--- config.mk ---
export PLATFORM = sky130hd
export DESIGN_NAME = cadr_qreg_step
export DESIGN_NICKNAME = d
export VERILOG_FILES = /design/src/rtl/cadr_qreg_step.sv
export SDC_FILE = /design/constraint.sdc
export NUM_CORES = 1
export LEC_CHECK = 0
export CAP_MARGIN = 20
export CORE_MARGIN = 2
export CORE_UTILIZATION = 44
export DETAILED_ROUTE_END_ITERATION = 16
export HOLD_SLACK_MARGIN = 0.05
export PLACE_DENSITY = 0.77
export SLEW_MARGIN = 20
export SYNTH_ARGS = -nofsm -noshare
export SYNTH_HDL_FRONTEND = slang
export SYNTH_SLANG_ARGS = --single-unit
--- constraint.sdc ---
create_clock -name clk_i -period 1.4 [get_ports clk_i]
set_input_delay 0.14 -clock clk_i [delete_from_list [all_inputs] [get_ports clk_i]]
set_output_delay 0.14 -clock clk_i [all_outputs]
set_load 0.01 [all_outputs]
--- src/rtl/cadr_qreg_step.sv ---
// Q register plus multiply/divide step sequencer.
// Sits after the 74S181 ALU slice chain: captures F into Q, shifts Q under microcode
// control (qctl_i) or autonomously for Steps cycles once a sequence is started.
// Optional feature macro: QSTEP_ABORT_EN adds abort_i to cancel a running sequence.
module cadr_qreg_step #(
    parameter int unsigned Width = 32,
    parameter int unsigned Steps = 32,
    parameter int unsigned CntW  = 6
) (
    input  logic             clk_i,
    input  logic             rst_ni,
    input  logic [Width-1:0] alu_f_i,
    input  logic [1:0]       qctl_i,
    input  logic             start_i,
    input  logic             op_div_i,
`ifdef QSTEP_ABORT_EN
    input  logic             abort_i,
`endif
    output logic [Width-1:0] q_o,
    output logic             q_lsb_o,
    output logic             busy_o,
    output logic             done_o,
    output logic [CntW-1:0]  step_cnt_o
);

    typedef enum logic [1:0] {StIdle, StRun, StDone} state_e;

    localparam logic [CntW-1:0] StepsInit = CntW'(Steps);
    localparam logic [CntW-1:0] CntOne    = CntW'(1);

    state_e           state_q, state_d;
    logic [Width-1:0] q_q, q_d;
    logic [CntW-1:0]  cnt_q, cnt_d;
    logic             mode_q, mode_d;  // 1: divide (shift left), 0: multiply (shift right)
    logic             busy_q, busy_d;
    logic             done_q, done_d;
    logic             abort;

    logic [Width-1:0] q_shl;
    logic [Width-1:0] q_shr;

`ifdef QSTEP_ABORT_EN
    assign abort = abort_i;
`else
    assign abort = 1'b0;
`endif

    // Divide step enters the quotient bit as the inverted ALU sign; multiply step feeds F0 in at msb.
    assign q_shl = {q_q[Width-2:0], ~alu_f_i[Width-1]};
    assign q_shr = {alu_f_i[0], q_q[Width-1:1]};

    // Next-state logic for Q, step counter, mode and sequencer state.
    always_comb begin
        state_d = state_q;
        q_d     = q_q;
        cnt_d   = cnt_q;
        mode_d  = mode_q;

        unique case (state_q)
            StIdle, StDone: begin
                // Microcode keeps Q control whenever the sequencer is not running,
                // including the cycle that starts a sequence.
                unique case (qctl_i)
                    2'b00: q_d = q_q;
                    2'b01: q_d = q_shl;
                    2'b10: q_d = q_shr;
                    2'b11: q_d = alu_f_i;
                    default: q_d = q_q;
                endcase
                if (start_i) begin
                    state_d = StRun;
                    mode_d  = op_div_i;
                    cnt_d   = StepsInit;
                end else begin
                    state_d = StIdle;
                end
            end
            StRun: begin
                if (abort) begin
                    state_d = StIdle;
                    cnt_d   = '0;
                end else begin
                    q_d = mode_q ? q_shl : q_shr;
                    if (cnt_q == CntOne) begin
                        state_d = StDone;
                        cnt_d   = '0;
                    end else begin
                        cnt_d = cnt_q - CntOne;
                    end
                end
            end
            default: begin
                state_d = StIdle;
                cnt_d   = '0;
            end
        endcase

        busy_d = (state_d == StRun);
        done_d = (state_d == StDone);
    end

    // State and registered handshake outputs; reset discards any partial Q.
    always_ff @(posedge clk_i or negedge rst_ni) begin
        if (!rst_ni) begin
            state_q <= StIdle;
            q_q     <= '0;
            cnt_q   <= '0;
            mode_q  <= 1'b0;
            busy_q  <= 1'b0;
            done_q  <= 1'b0;
        end else begin
            state_q <= state_d;
            q_q     <= q_d;
            cnt_q   <= cnt_d;
            mode_q  <= mode_d;
            busy_q  <= busy_d;
            done_q  <= done_d;
        end
    end

    assign q_o        = q_q;
    assign q_lsb_o    = q_q[0];
    assign busy_o     = busy_q;
    assign done_o     = done_q;
    assign step_cnt_o = cnt_q;

endmodule
* Word-level counts from Yosys, hierarchy flattened *
Index checks and enable logic that the tools add are counted.

cells by class
  $add $sub $neg = 1
  equality and inequality tests = 10
  multiplexer cells = 9
  bitwise operators = 1
  reductions and logical operators = 6

operators with widths
  operator                                                                count
  32-bit one-hot mux with 3 select lines                                  1
  32-bit one-hot mux with 2 select lines                                  1
  32-bit 2-to-1 mux                                                       1
  6-bit 2-to-1 mux                                                        2
  6-bit one-hot mux with 2 select lines                                   1
  2-bit equality test (second input constant)                             4
  2-bit by 1-bit equality test with 1-bit output (second input constant)  3
  6-bit by 1-bit equality test with 1-bit output (second input constant)  1
  6-bit by 1-bit subtractor with 6-bit output (second input constant)     1
  2-bit logical NOT                                                       2
  2-bit != test (second input constant)                                   2
  2-bit one-hot mux with 2 select lines                                   1
  2-bit AND reduction                                                     2
  2-bit 2-to-1 mux                                                        1
  2-bit nonzero test                                                      1
  2-bit OR reduction                                                      1
  1-bit 2-to-1 mux                                                        1
  1-bit NOT                                                               1

word-level totals
  flip-flop bits (word level) = 43
  input bits = 38
  logic and storage cells = 33

* Depth between registers and ports, before layout *
Gate-level depths: netlist of the first run.

  depth in word-level cells = 4
  depth in mapped cells = 7
  gate-level depth less buffers = 5

* Least setup slack after synthesis of the first run *
Ideal clock, no wire load.

  path type = register to register
  start = register cnt_q[2], in the netlist step_cnt_o[2]
  end = register cnt_q[5], in the netlist step_cnt_o[5]
  arrival = 1.337 ns
  required time = 1.310 ns
  slack = -0.028 ns
  stages on the path, launching flop included = 4
  period minus slack after synthesis = 1.428 ns
  path through = dfrtp_1 -> or3_1 -> or3_1 -> o221ai_1

between the ends
  word-level cells in the longest chain between the ends = 3

RTL lines
  item                                                                                                                  RTL line  source
  from (decl)                                                                                                           33        logic [CntW-1:0] cnt_q, cnt_d;
  from (signal assigned)                                                                                                114       cnt_q <= cnt_d;
  6-bit by 1-bit subtractor with 6-bit output / 6-bit by 1-bit equality test with 1-bit output (equally long branches)  88, 84
  6-bit 2-to-1 mux (*)                                                                                                  84        if (cnt_q == CntOne) begin
  6-bit one-hot mux with 2 select lines (*)                                                                             59        unique case (state_q)

Every way passes the cells marked *; elsewhere a longest branch is shown, timed or not.
A chain may end at the register's enable or synchronous reset.

* Worst setup path in the final report of the first run *
  start = register state_q[1]
  end = register q_q[19], in the netlist q_o[19]

between the ends
  word-level cells in the longest chain between the ends = 4

RTL lines
  item                                                                         RTL line  source
  from (decl)                                                                  31        state_e state_q, state_d;
  from (signal assigned)                                                       105       state_q <= StIdle;
  from (signal assigned)                                                       112       state_q <= state_d;
  2-bit equality test / 2-bit logical NOT (equally long branches)              59
  2-bit OR reduction                                                           59
  2-bit != test (no source line) / 2-bit nonzero test (equally long branches)  --
  2-bit AND reduction (no source line)                                         --
  to (signal assigned)                                                         113       q_q <= q_d;
  to (decl)                                                                    32        logic [Width-1:0] q_q, q_d;

Several ways; a longest one is shown, not always the timed one.

==> summary.txt, run 1 <==
Outcome
  – Status: complete, but fails checks
  – Violated checks: negative setup slack

Detailed routing
  – Vias per inst: 6.20
  – Vias post-DR: 3014
  – Avg WL per Cell: 18.6 µm
  – Initial drt markers: 254
  – Antenna-violating nets left: 0
  – Final wirelength: 9040 µm
  – DRC violations left: 0
  – Drt pass-1 iters: 5

CTS
  – CTS tree: yes
  – Clock sinks: 43
  – Root Buffer: clkbuf_8
  – H-tree depth: 2
  – Clk Latency, worst-skew pair: 300 ps
  – Clock Path Buffers: 2
  – Total clock buffers created by CTS: 5
  – Worst-path clk slew: 80 ps

Finish
  – Fin util: 70.7%
  – Register area: 1080 µm²
  – Area growth from synthesis to layout: 54.0%
  – Antenna fix cells: 0
  – Multi-input gate area: 1750 µm²
  – Filler cell count: 483
  – Layout cells sized above 1: 31.3%
  – Nets: 448
  – Final instance count without filler cells: 486

Logic synthesis
  – Syn Inst Count: 288
  – Top FF cell, synth: dfrtp_1
  – Share of the synthesized area in the top cell type: 36.7%
  – Largest family of logic cells by synthesized area: compound AO/OA/AOI/OAI gates
  – Synth Area in Adders: 0.854%
  – Post-synthesis sequential area ratio: 36.7%
  – Yosys synthesis warning count: 0
  – Cell Area, Synth: 2930 µm²
  – Post-synth ARST share: 100%
  – Synth Area in Compound Gates: 30.9%
  – Post-synthesis mux area share: 13.0%
  – Cell variety after synth: 30
  – Synth area leaders: dfrtp_1 37%, mux2_1 12%, a32oi_1 9.0%
  – Yosys reg bits: 43
  – Post-synth top area cell: dfrtp_1
  – Synth Area per Inst: 10.2 µm²
  – Post-Synth Simple-Gate Area: 9.91%
  – Syn nets: 328
  – Synth Area in XOR/XNOR: 0.897%
  – Post-synth EDFFs: 0

Power
  – Pleak: 0.00183 µW
  – Max rail drop VDD: 0.472 mV
  – Power per cell area: 882 nW/µm²

Global routing
  – All-Layer GR Usage: 23.6%
  – Initial antenna violation count: 0
  – Overflow after GRT: 0
  – Largest net degree at the start of global routing: 31
  – Vias in the first global route: 2843
  – First-pass GRT wire length: 14100 µm

Job
  – Max-cap violation count: 0

Setup path
  – RR Startpoint: state_q[1]
  – Worst setup EP type: flop
  – Crit path DAT: 1620 ps
  – Startpoint class of the critical path: flop
  – Crit Path Category: reg -> reg
  – Crit path from: state_q[1]
  – Crit-path max FO: 5
  – Req. time, crit path: 1610 ps

Timing
  – Tcrit/Tclk final: 100%
  – Setup violators final: 2
  – Final hold vios: 0
  – Period minus WS final: 1400 ps
  – Final slew viol count: 0
  – Final Skew: 6.53 ps
  – Fin worst setup slack: -4.17 ps
  – Worst slew margin: 71.4%
  – Slew @ Worst Pin: 429 ps
  – RSZ-0062 raised after global routing: yes
  – Hold WS: 314 ps
  – Fmax: 0.712 GHz
  – Setup TNS Final: -8.09 ps

Worst hold path
  – HP Class: in -> async

Floorplan
  – Die area: 7330 µm²
  – Die Ht: 85.6 µm
  – FP Rows: 29
  – I/O Pins: 79
  – Die width: 85.6 µm
  – Initial core utilization: 45.9%
  – Floorplan core area: 6390 µm²

Placement
  – Placed insts: 437
  – Port buffer count: 78
  – Final HPWL DP: 5250 µm
  – Gpl congestion: 0.807
  – Setup WS pre-CTS: -347 ps
[cells by family (layout without fill, tap and decap cells)]
| family | count (synthesis) | after routing |
|---|---|---|
| muxes | 34 | 34 |
| xor gates and xnor gates | 3 | 3 |
| DFF | 43 | 43 |
| adders and majority gates | 2 | 2 |
| and+or+nand+nor | 57 | 57 |
| AOI/OAI and AO/OA | 106 | 106 |
| buffers and inverters | 43 | 164 |
[through the flow]
| stage | power (µW) | instance area, µm² |
|---|---|---|
| floorplan | 2200 | 2940 |
| global placement | 2840 | 3920 |
| detailed placement | 2870 | 3920 |
| CTS | 3910 | 4310 |
| global route | 4170 | 4510 |
| finish | 3980 | 4510 |
[placed cells by master (no fill, tap or decap), types with 8 or more instances in the layout]
cell type        instances
dlygate4sd2_1           10
o21ai_1                  8
a31oi_1                 11
mux2_1                  32
a31oi_2                 20
a32oi_1                 23
dfrtp_1                 37
buf_4                   55
o211ai_1                32
clkdlybuf4s50_1         62
nor3_1                  30
[worst max-delay path, cell delays in order, from the launching register on]
cell     delay (ps)
dfrtp_1         420
buf_4           150
nor3b_4         200
buf_6           150
buf_6           120
a32oi_1          60
a31oi_1         220
[layer usage]
metal	up-vias	GRT usage, %	share of wire (%)
li1	1388	-	-
met1	1437	33.3	42
met2	166	37.4	49
met3	23	3.37	7.6
met4	0	8.08	1.9
met5	-	0	0
[cells in the mapped netlist, drive strengths merged, types with 5 or more instances]
library cell	instances
o21ai	8
dfrtp	43
clkbuf	20
nor2	6
buf	18
nand2	6
inv	5
a31oi	31
nor3	34
mux2	32
a32oi	30
o211ai	32
[cell type report]
class | instances | area share (%)
Multi-Input combinational cell | 202 | 38.9
Timing Repair Buffer | 151 | 32.7
Clock buffer | 6 | 1.61
Clock inverter | 2 | 0.277
Inverter | 5 | 0.416
Tap cell | 77 | 2.14
Sequential cell | 43 | 24.0
[where the power goes]
group | leakage (µW) | internal (µW) | switching [µW]
logic | 0.00125 | 944 | 679
registers | 0.000544 | 1430 | 136
clock network | 0.0000412 | 349 | 443
[flip-flops by register name (all words and copies together), names as in the netlist]
signal      count
q_o            32
step_cnt_o      6
state_q         2
busy_o          1
done_o          1
mode_q          1
[final timing paths]
path                       slack, ps             to  depth (start not counted)
min in group clk_i               450         mode_q                          2
max                               -4        q_o[19]                          6
max in group asynchronous        520         q_o[1]                          3
min                              310  step_cnt_o[5]                          2
max reg2reg                       -4        q_o[19]                          6
min reg2reg                      570  step_cnt_o[0]                          1
[timing repair]
action / CTS / global route
cloned: 1 / 2
buffers inserted: 32 / 5
pin swaps: 1 / 13
gates resized for setup: 21 / 35
endpoints found under the setup margin: 70 / 41
hold buffers: 1 / 0
hold endpoints to repair: 17 / 0
No activity file was read; power rests on OpenSTA's default activity.
==> run 2, diff against run 1 <==
--- a/config.mk
+++ b/config.mk
@@ -5,9 +5,10 @@
 export SDC_FILE = /design/constraint.sdc
 export NUM_CORES = 1
 export LEC_CHECK = 0
+export ABC_AREA = 1
 export CAP_MARGIN = 20
 export CORE_MARGIN = 2
-export CORE_UTILIZATION = 44
+export CORE_UTILIZATION = 45
 export DETAILED_ROUTE_END_ITERATION = 16
 export HOLD_SLACK_MARGIN = 0.05
 export PLACE_DENSITY = 0.77
==> run 2 against run 1 <==
Effect of this change:
- count of clock-buffer cells in the layout is 1 lower
- routed wire length grew 2.4%
- critical path depth decreased by 5
- sequential cell count unchanged
- register-to-register slack improved by 50 ps
- hold slack better by 20 ps
- total power rose to 2.7 times the previous value
- clock skew shrank 2.5 ps
- largest cell class unchanged
- synthesized cell count up 81%
- maximum frequency increased by 1.9%
- clock power is 26% higher
- the run now ends clean
==> summary.txt, run 2 <==
Outcome
  – Status: completed

Finish
  – Commonest non-fill, non-tap cells in the layout: 272 x nand2_1, 75 x nor2_1, 69 x clkdlybuf4s50_1, 56 x buf_4, 38 x nand3_1
  – Register area: 1090 µm²
  – Area growth from synthesis to layout: 42.5%
  – Antenna fix cells: 0
  – Layout cells sized above 1: 13.7%
  – Filler cell count: 593
  – Most common cell after layout, fill and taps aside: nand2_1
  – Nets: 673
  – Max reg flops: 32
  – Final instance area: 4440 µm²
  – Multi-input gate area: 1800 µm²

Global routing
  – Initial antenna violation count: 0
  – Overflow after GRT: 0
  – All-Layer GR Usage: 24.8%
  – First-pass GRT wire length: 15400 µm
  – Largest net degree at the start of global routing: 44
  – Vias in the first global route: 3379

Job
  – Max-cap violation count: 0

Setup path
  – Critical path's top delay family: buffers and inverters
  – Reg2Reg Setup Slack: 50 ps
  – Max stage delay cell, worst path: clkdlybuf4s50_1
  – Reg2Reg Depth: 7
  – Req. time, crit path: 1260 ps
  – Reg-to-reg endpoint: q_o[23]
  – Crit-path max cell delay: 550 ps
  – Startpoint class of the critical path: flop
  – Crit path cell chain: clkdlybuf4s50_1
  – Crit path DAT: 1240 ps
  – RR Startpoint: state_q[0]
  – Crit path depth: 1
  – Buf+Inv Stages, Crit Path: 1
  – Crit-path max FO: 2
  – Crit Path Category: reg -> out
  – Worst setup EP type: primary output

CTS
  – H-tree depth: 2
  – Total clock buffers created by CTS: 5
  – Clk Latency, worst-skew pair: 300 ps
  – Root Buffer: clkbuf_8
  – CTS tree: yes
  – Worst-path clk slew: 90 ps
  – Clock Path Buffers: 2
  – Clock sinks: 43

Timing
  – Final slew viol count: 0
  – Final hold vios: 0
  – Tcrit/Tclk final: 98.4%
  – Worst slew margin: 78.9%
  – Final Skew: 3.99 ps
  – Fmax: 0.726 GHz
  – Slew @ Worst Pin: 316 ps
  – RSZ-0062 raised after global routing: yes
  – Setup violators final: 0
  – Period minus WS final: 1380 ps

Detailed routing
  – Antenna-violating nets left: 0
  – Vias per inst: 5.20
  – DRC violations left: 0
  – Drt pass-1 iters: 5
  – Initial drt markers: 282
  – Vias post-DR: 3716
  – Avg WL per Cell: 13.0 µm
  – Final wirelength: 9260 µm

Power
  – Pleak: 0.00225 µW
  – Power per cell area: 2430 nW/µm²
  – Tot Pwr: 10800 µW
  – Max rail drop VDD: 1.18 mV

Logic synthesis
  – Syn Inst Count: 522
  – Post-synth EDFFs: 0
  – Cell variety after synth: 21
  – Top FF cell, synth: dfrtp_1
  – Synth area leaders: dfrtp_1 35%, nand2_1 33%, nor2_1 9.2%
  – Synth Area per Inst: 5.97 µm²
  – Syn nets: 562
  – Share of the synthesized area in the top cell type: 34.5%
  – Top-count cell post-synth: nand2_1
  – Cell Area, Synth: 3120 µm²
  – Yosys reg bits: 43
  – Yosys synthesis warning count: 0
  – Post-synthesis sequential area ratio: 34.5%
  – Most frequent cells after synthesis: 273 x nand2_1, 76 x nor2_1, 43 x dfrtp_1
  – Post-synth top area cell: dfrtp_1
  – Post-synth ARST share: 100%

Placement
  – Gpl congestion: 0.850
  – Dpl cell area: 4030 µm²
  – Final HPWL DP: 5800 µm
  – Port buffer count: 78

Floorplan
  – I/O Pins: 79
  – Die Ht: 87.2 µm
  – Die width: 87.2 µm
  – Initial core utilization: 46.1%
  – Die area: 7610 µm²
  – FP Rows: 30
  – Floorplan core area: 6760 µm²

Worst hold path
  – HP Class: in -> async
-- run 2: changes by cell type in the layout (fill, tap and decap cells not counted), sizes merged, moves of 30 or more --
cell,change
o211ai,-32
nand2,+268
a32oi,-30
nand4,+33
nor3,-34
nor2,+71
mux2,-32
a31oi,-31
nand3,+38
-- run 2: cells by family after synthesis --
group / Yosys count / share of synthesized area (%)
AO/OA/AOI/OAI: 5 / 1.20
XOR/XNOR: 1 / 0.281
adder cells (fa/ha/maj): 2 / 0.803
buffers and inverters: 49 / 8.03
flip-flops: 43 / 34.5
AND/OR/NAND/NOR: 422 / 55.2
-- run 2: worst max-delay path by stage --
| stage | from | to | slack, ps |
|---|---|---|---|
| 2_1_floorplan | state_q[0] | q_o[10] | 80 |
| 3_3_place_gp | qctl_i[0] | q_o[26] | -30 |
| 3_5_place_dp | qctl_i[0] | q_o[30] | -60 |
| 4_1_cts | q_o[0] | q_o[0] | 10 |
| 5_1_grt | state_q[0] | q_o[14] | -30 |
| 6_report | q_o[0] | q_o[0] | 20 |
-- run 2: where the power goes --
group | total (µW) | internal (µW) | switching [µW]
Clock | 1000 | 532 | 471
Combinational | 7440 | 3430 | 4010
Sequential | 2330 | 1930 | 401
-- run 2: what timing repair did --
action	4_1_cts	5_1_grt
hold buffers	1	0
gates resized for setup	16	7
setup endpoints to repair	35	32
setup buffers	30	2
hold endpoints to repair	43	0
gates cloned	1	0
-- run 2: layout make-up --
cell class	count	area share (%)
multi-input combinational	430	40.4
timing repair buffer	139	29.0
sequential	43	24.5
tap	80	2.25
clock buffer	5	1.55
inverter	14	1.21
clock inverter	3	0.986
-- run 2: metal layers --
layer	global-route usage (%)	wire length, µm	share of wire (%)	vias to the layer above
met5	0	0	0	-
met4	5.17	68	0.73	0
met3	4.27	715	7.7	9
met2	40.5	4330	47	151
met1	34.9	4140	45	1697
li1	-	-	-	1859
-- run 2: metrics by stage --
stage          cells  setup WS (ps)  util, %  TNS (ps)  hold slack [ps]
2_1_floorplan    522           81.9        -         0             -156
3_3_place_gp     672          -34.4     59.6      -408              138
3_5_place_dp     672          -57.6     59.6     -1190              137
4_1_cts          712           14.6     65.4         0              348
5_1_grt          714          -27.9     65.7      -190              362
6_report         714           22.0     65.7         0              334
==> run 3, diff against run 2 <==
--- a/config.mk
+++ b/config.mk
@@ -8,10 +8,10 @@
 export ABC_AREA = 1
 export CAP_MARGIN = 20
 export CORE_MARGIN = 2
-export CORE_UTILIZATION = 45
+export CORE_UTILIZATION = 50
 export DETAILED_ROUTE_END_ITERATION = 16
 export HOLD_SLACK_MARGIN = 0.05
-export PLACE_DENSITY = 0.77
+export PLACE_DENSITY = 0.81
 export SLEW_MARGIN = 20
 export SYNTH_ARGS = -nofsm -noshare
 export SYNTH_HDL_FRONTEND = slang
==> constraint.sdc (replaced) <==
create_clock -name clk_i -period 1.32 [get_ports clk_i]
set_input_delay 0.132 -clock clk_i [delete_from_list [all_inputs] [get_ports clk_i]]
set_output_delay 0.132 -clock clk_i [all_outputs]
set_load 0.01 [all_outputs]
==> run 3 against run 2 <==
Effect of this change:
- the run now ends with negative setup slack left
- sequential power grew 8%
- setup slack lost 92 ps
- combinational power grew 7.7%
- via count grew 4.6%
- final area grew 0.96%
- critical endpoint is now q_o[0]
- highest routed layer unchanged
==> summary.txt, run 3 (synthesis results as in run 2) <==
Finish
  – Max reg flops: 32
  – Multi-input gate area: 1810 µm²
  – Most common cell after layout, fill and taps aside: nand2_1
  – Final instance count without filler cells: 711
  – Register area: 1090 µm²
  – Nets: 675
  – Filler cell count: 469
  – Antenna fix cells: 0
  – Layout cells sized above 1: 14.6%
  – Area growth from synthesis to layout: 43.9%
  – Commonest non-fill, non-tap cells in the layout: 271 x nand2_1, 71 x nor2_1, 50 x buf_4, 40 x dlygate4sd2_1, 38 x nand3_1

Power
  – Max rail drop VDD: 1.69 mV
  – Power per cell area: 2590 nW/µm²
  – Tot Pwr: 11600 µW
  – Pleak: 0.00232 µW

Detailed routing
  – DRC violations left: 0
  – Vias post-DR: 3887
  – Drt pass-1 iters: 5
  – Avg WL per Cell: 14.4 µm
  – Antenna-violating nets left: 0
  – Initial drt markers: 344
  – Final wirelength: 10200 µm
  – Vias per inst: 5.47

Placement
  – Gpl congestion: 0.812
  – Port buffer count: 78
  – Setup WS pre-CTS: -148 ps
  – Placed insts: 671
  – Final HPWL DP: 6200 µm

Setup path
  – Reg2Reg Depth: 8
  – RR Startpoint: mode_q
  – Crit-path max FO: 12
  – Critical path's top delay family: simple AND/OR/NAND/NOR gates
  – Crit path cell chain: inv_1 > buf_4 > nand2_1 > nand2_1 > nor2_1 > nor2_1 > nand2_1 > nand2_1
  – Crit path top cell by count: nand2_1
  – Startpoint class of the critical path: flop
  – Worst setup EP type: flop
  – Reg-to-reg endpoint: q_o[0]
  – Req. time, crit path: 1580 ps
  – Crit Path Category: reg -> reg
  – Buf+Inv Stages, Crit Path: 2
  – Crit path DAT: 1650 ps
  – Max stage delay cell, worst path: dfrtp_1
  – Crit-path max cell delay: 410 ps
  – Reg2Reg Setup Slack: -70 ps

CTS
  – H-tree depth: 2
  – Clk Latency, worst-skew pair: 320 ps
  – Clock sinks: 43
  – Clock Path Buffers: 2
  – CTS tree: yes
  – Total clock buffers created by CTS: 5
  – Worst-path clk slew: 100 ps
  – Root Buffer: clkbuf_8

Floorplan
  – Die width: 83.0 µm
  – Floorplan core area: 5960 µm²
  – Die area: 6880 µm²
  – Die Ht: 83.0 µm
  – Initial core utilization: 52.3%
  – I/O Pins: 79
  – FP Rows: 28

Timing
  – Period minus WS final: 1390 ps
  – Fin worst setup slack: -70.5 ps
  – Fmax: 0.719 GHz
  – Final hold vios: 0
  – Hold WS: 262 ps
  – Tcrit/Tclk final: 105%
  – Final slew viol count: 0
  – Slew @ Worst Pin: 409 ps
  – Setup violators final: 3
  – Final Skew: 12.2 ps
  – Worst slew margin: 72.7%
  – Setup TNS Final: -104 ps
  – RSZ-0062 raised after global routing: yes

Global routing
  – Vias in the first global route: 3688
  – Largest net degree at the start of global routing: 41
  – Overflow after GRT: 0
  – First-pass GRT wire length: 16700 µm
  – All-Layer GR Usage: 28.7%
  – Initial antenna violation count: 0

Worst hold path
  – HP Class: in -> async

Outcome
  – Status: complete, but fails checks
  – Violated checks: negative setup slack

Job
  – Max-cap violation count: 0
run 3: cell types whose count changed in the layout (fill, tap and decap cells not counted), moves of 3 or more:
cell,previous run,this run
buf_12,2,6
buf_4,56,50
buf_6,1,4
clkdlybuf4s50_1,69,36
dlygate4sd2_1,4,40
dlymetal6s2s_1,4,1
nor2_1,75,71
nor2_2,2,6
run 3: repair_timing:
item | CTS | global route
buffers inserted | 25 | 4
pin swaps | 1 | 3
hold buffers | 1 | 0
resized for setup | 56 | 14
setup endpoints to repair | 72 | 40
hold endpoints to repair | 14 | 0
cloned | 1 | 2
run 3: cell type report:
type	instances	share of cell area, %
clock buffers	5	1.53
clock inverters	3	0.977
inverters	14	1.28
multi-input cells	430	40.4
flip-flops and latches	43	24.3
well taps	75	2.09
repair buffers	141	29.4
run 3: worst register-to-register path, delay by kind of cell, from the launching register on:
family,cells,cell delay [ps]
and+or+nand+nor,6,600
DFF,1,410
buffers and inverters,2,340
run 3: per-stage QoR:
stage / instance area [µm²] / utilization [%]
2_1_floorplan: 3120 / -
3_3_place_gp: 4090 / 68.6
3_5_place_dp: 4090 / 68.6
4_1_cts: 4400 / 73.9
5_1_grt: 4480 / 75.3
6_report: 4480 / 75.3
run 3: power by group:
part / switching (µW) / internal, µW / leakage (µW) / total (µW)
Sequential: 466 / 2050 / 0.000507 / 2510
Clock: 524 / 565 / 0.0000581 / 1090
Combinational: 4490 / 3520 / 0.00176 / 8010
Total: 5480 / 6130 / 0.00232 / 11600
run 3: worst max path at each step:
| stage | endpoint | slack [ps] | depth (start not counted) | start |
|---|---|---|---|---|
| CTS | q_o[22] | -3 | 7 | state_q[0] |
| floorplan | q_o[10] | 2 | 7 | state_q[0] |
| detailed placement | q_o[14] | -150 | 8 | qctl_i[0] |
| finish | q_o[0] | -70 | 8 | mode_q |
| global placement | q_o[26] | -110 | 8 | qctl_i[0] |
| global route | q_o[0] | -100 | 8 | mode_q |
run 3: metal layers:
layer,track usage (%),vias up,wire length (µm)
met3,4.67,29,865
met5,0,-,0
met1,37.1,1773,4240
li1,-,1872,-
met4,11.9,0,255
met2,47.7,213,4880
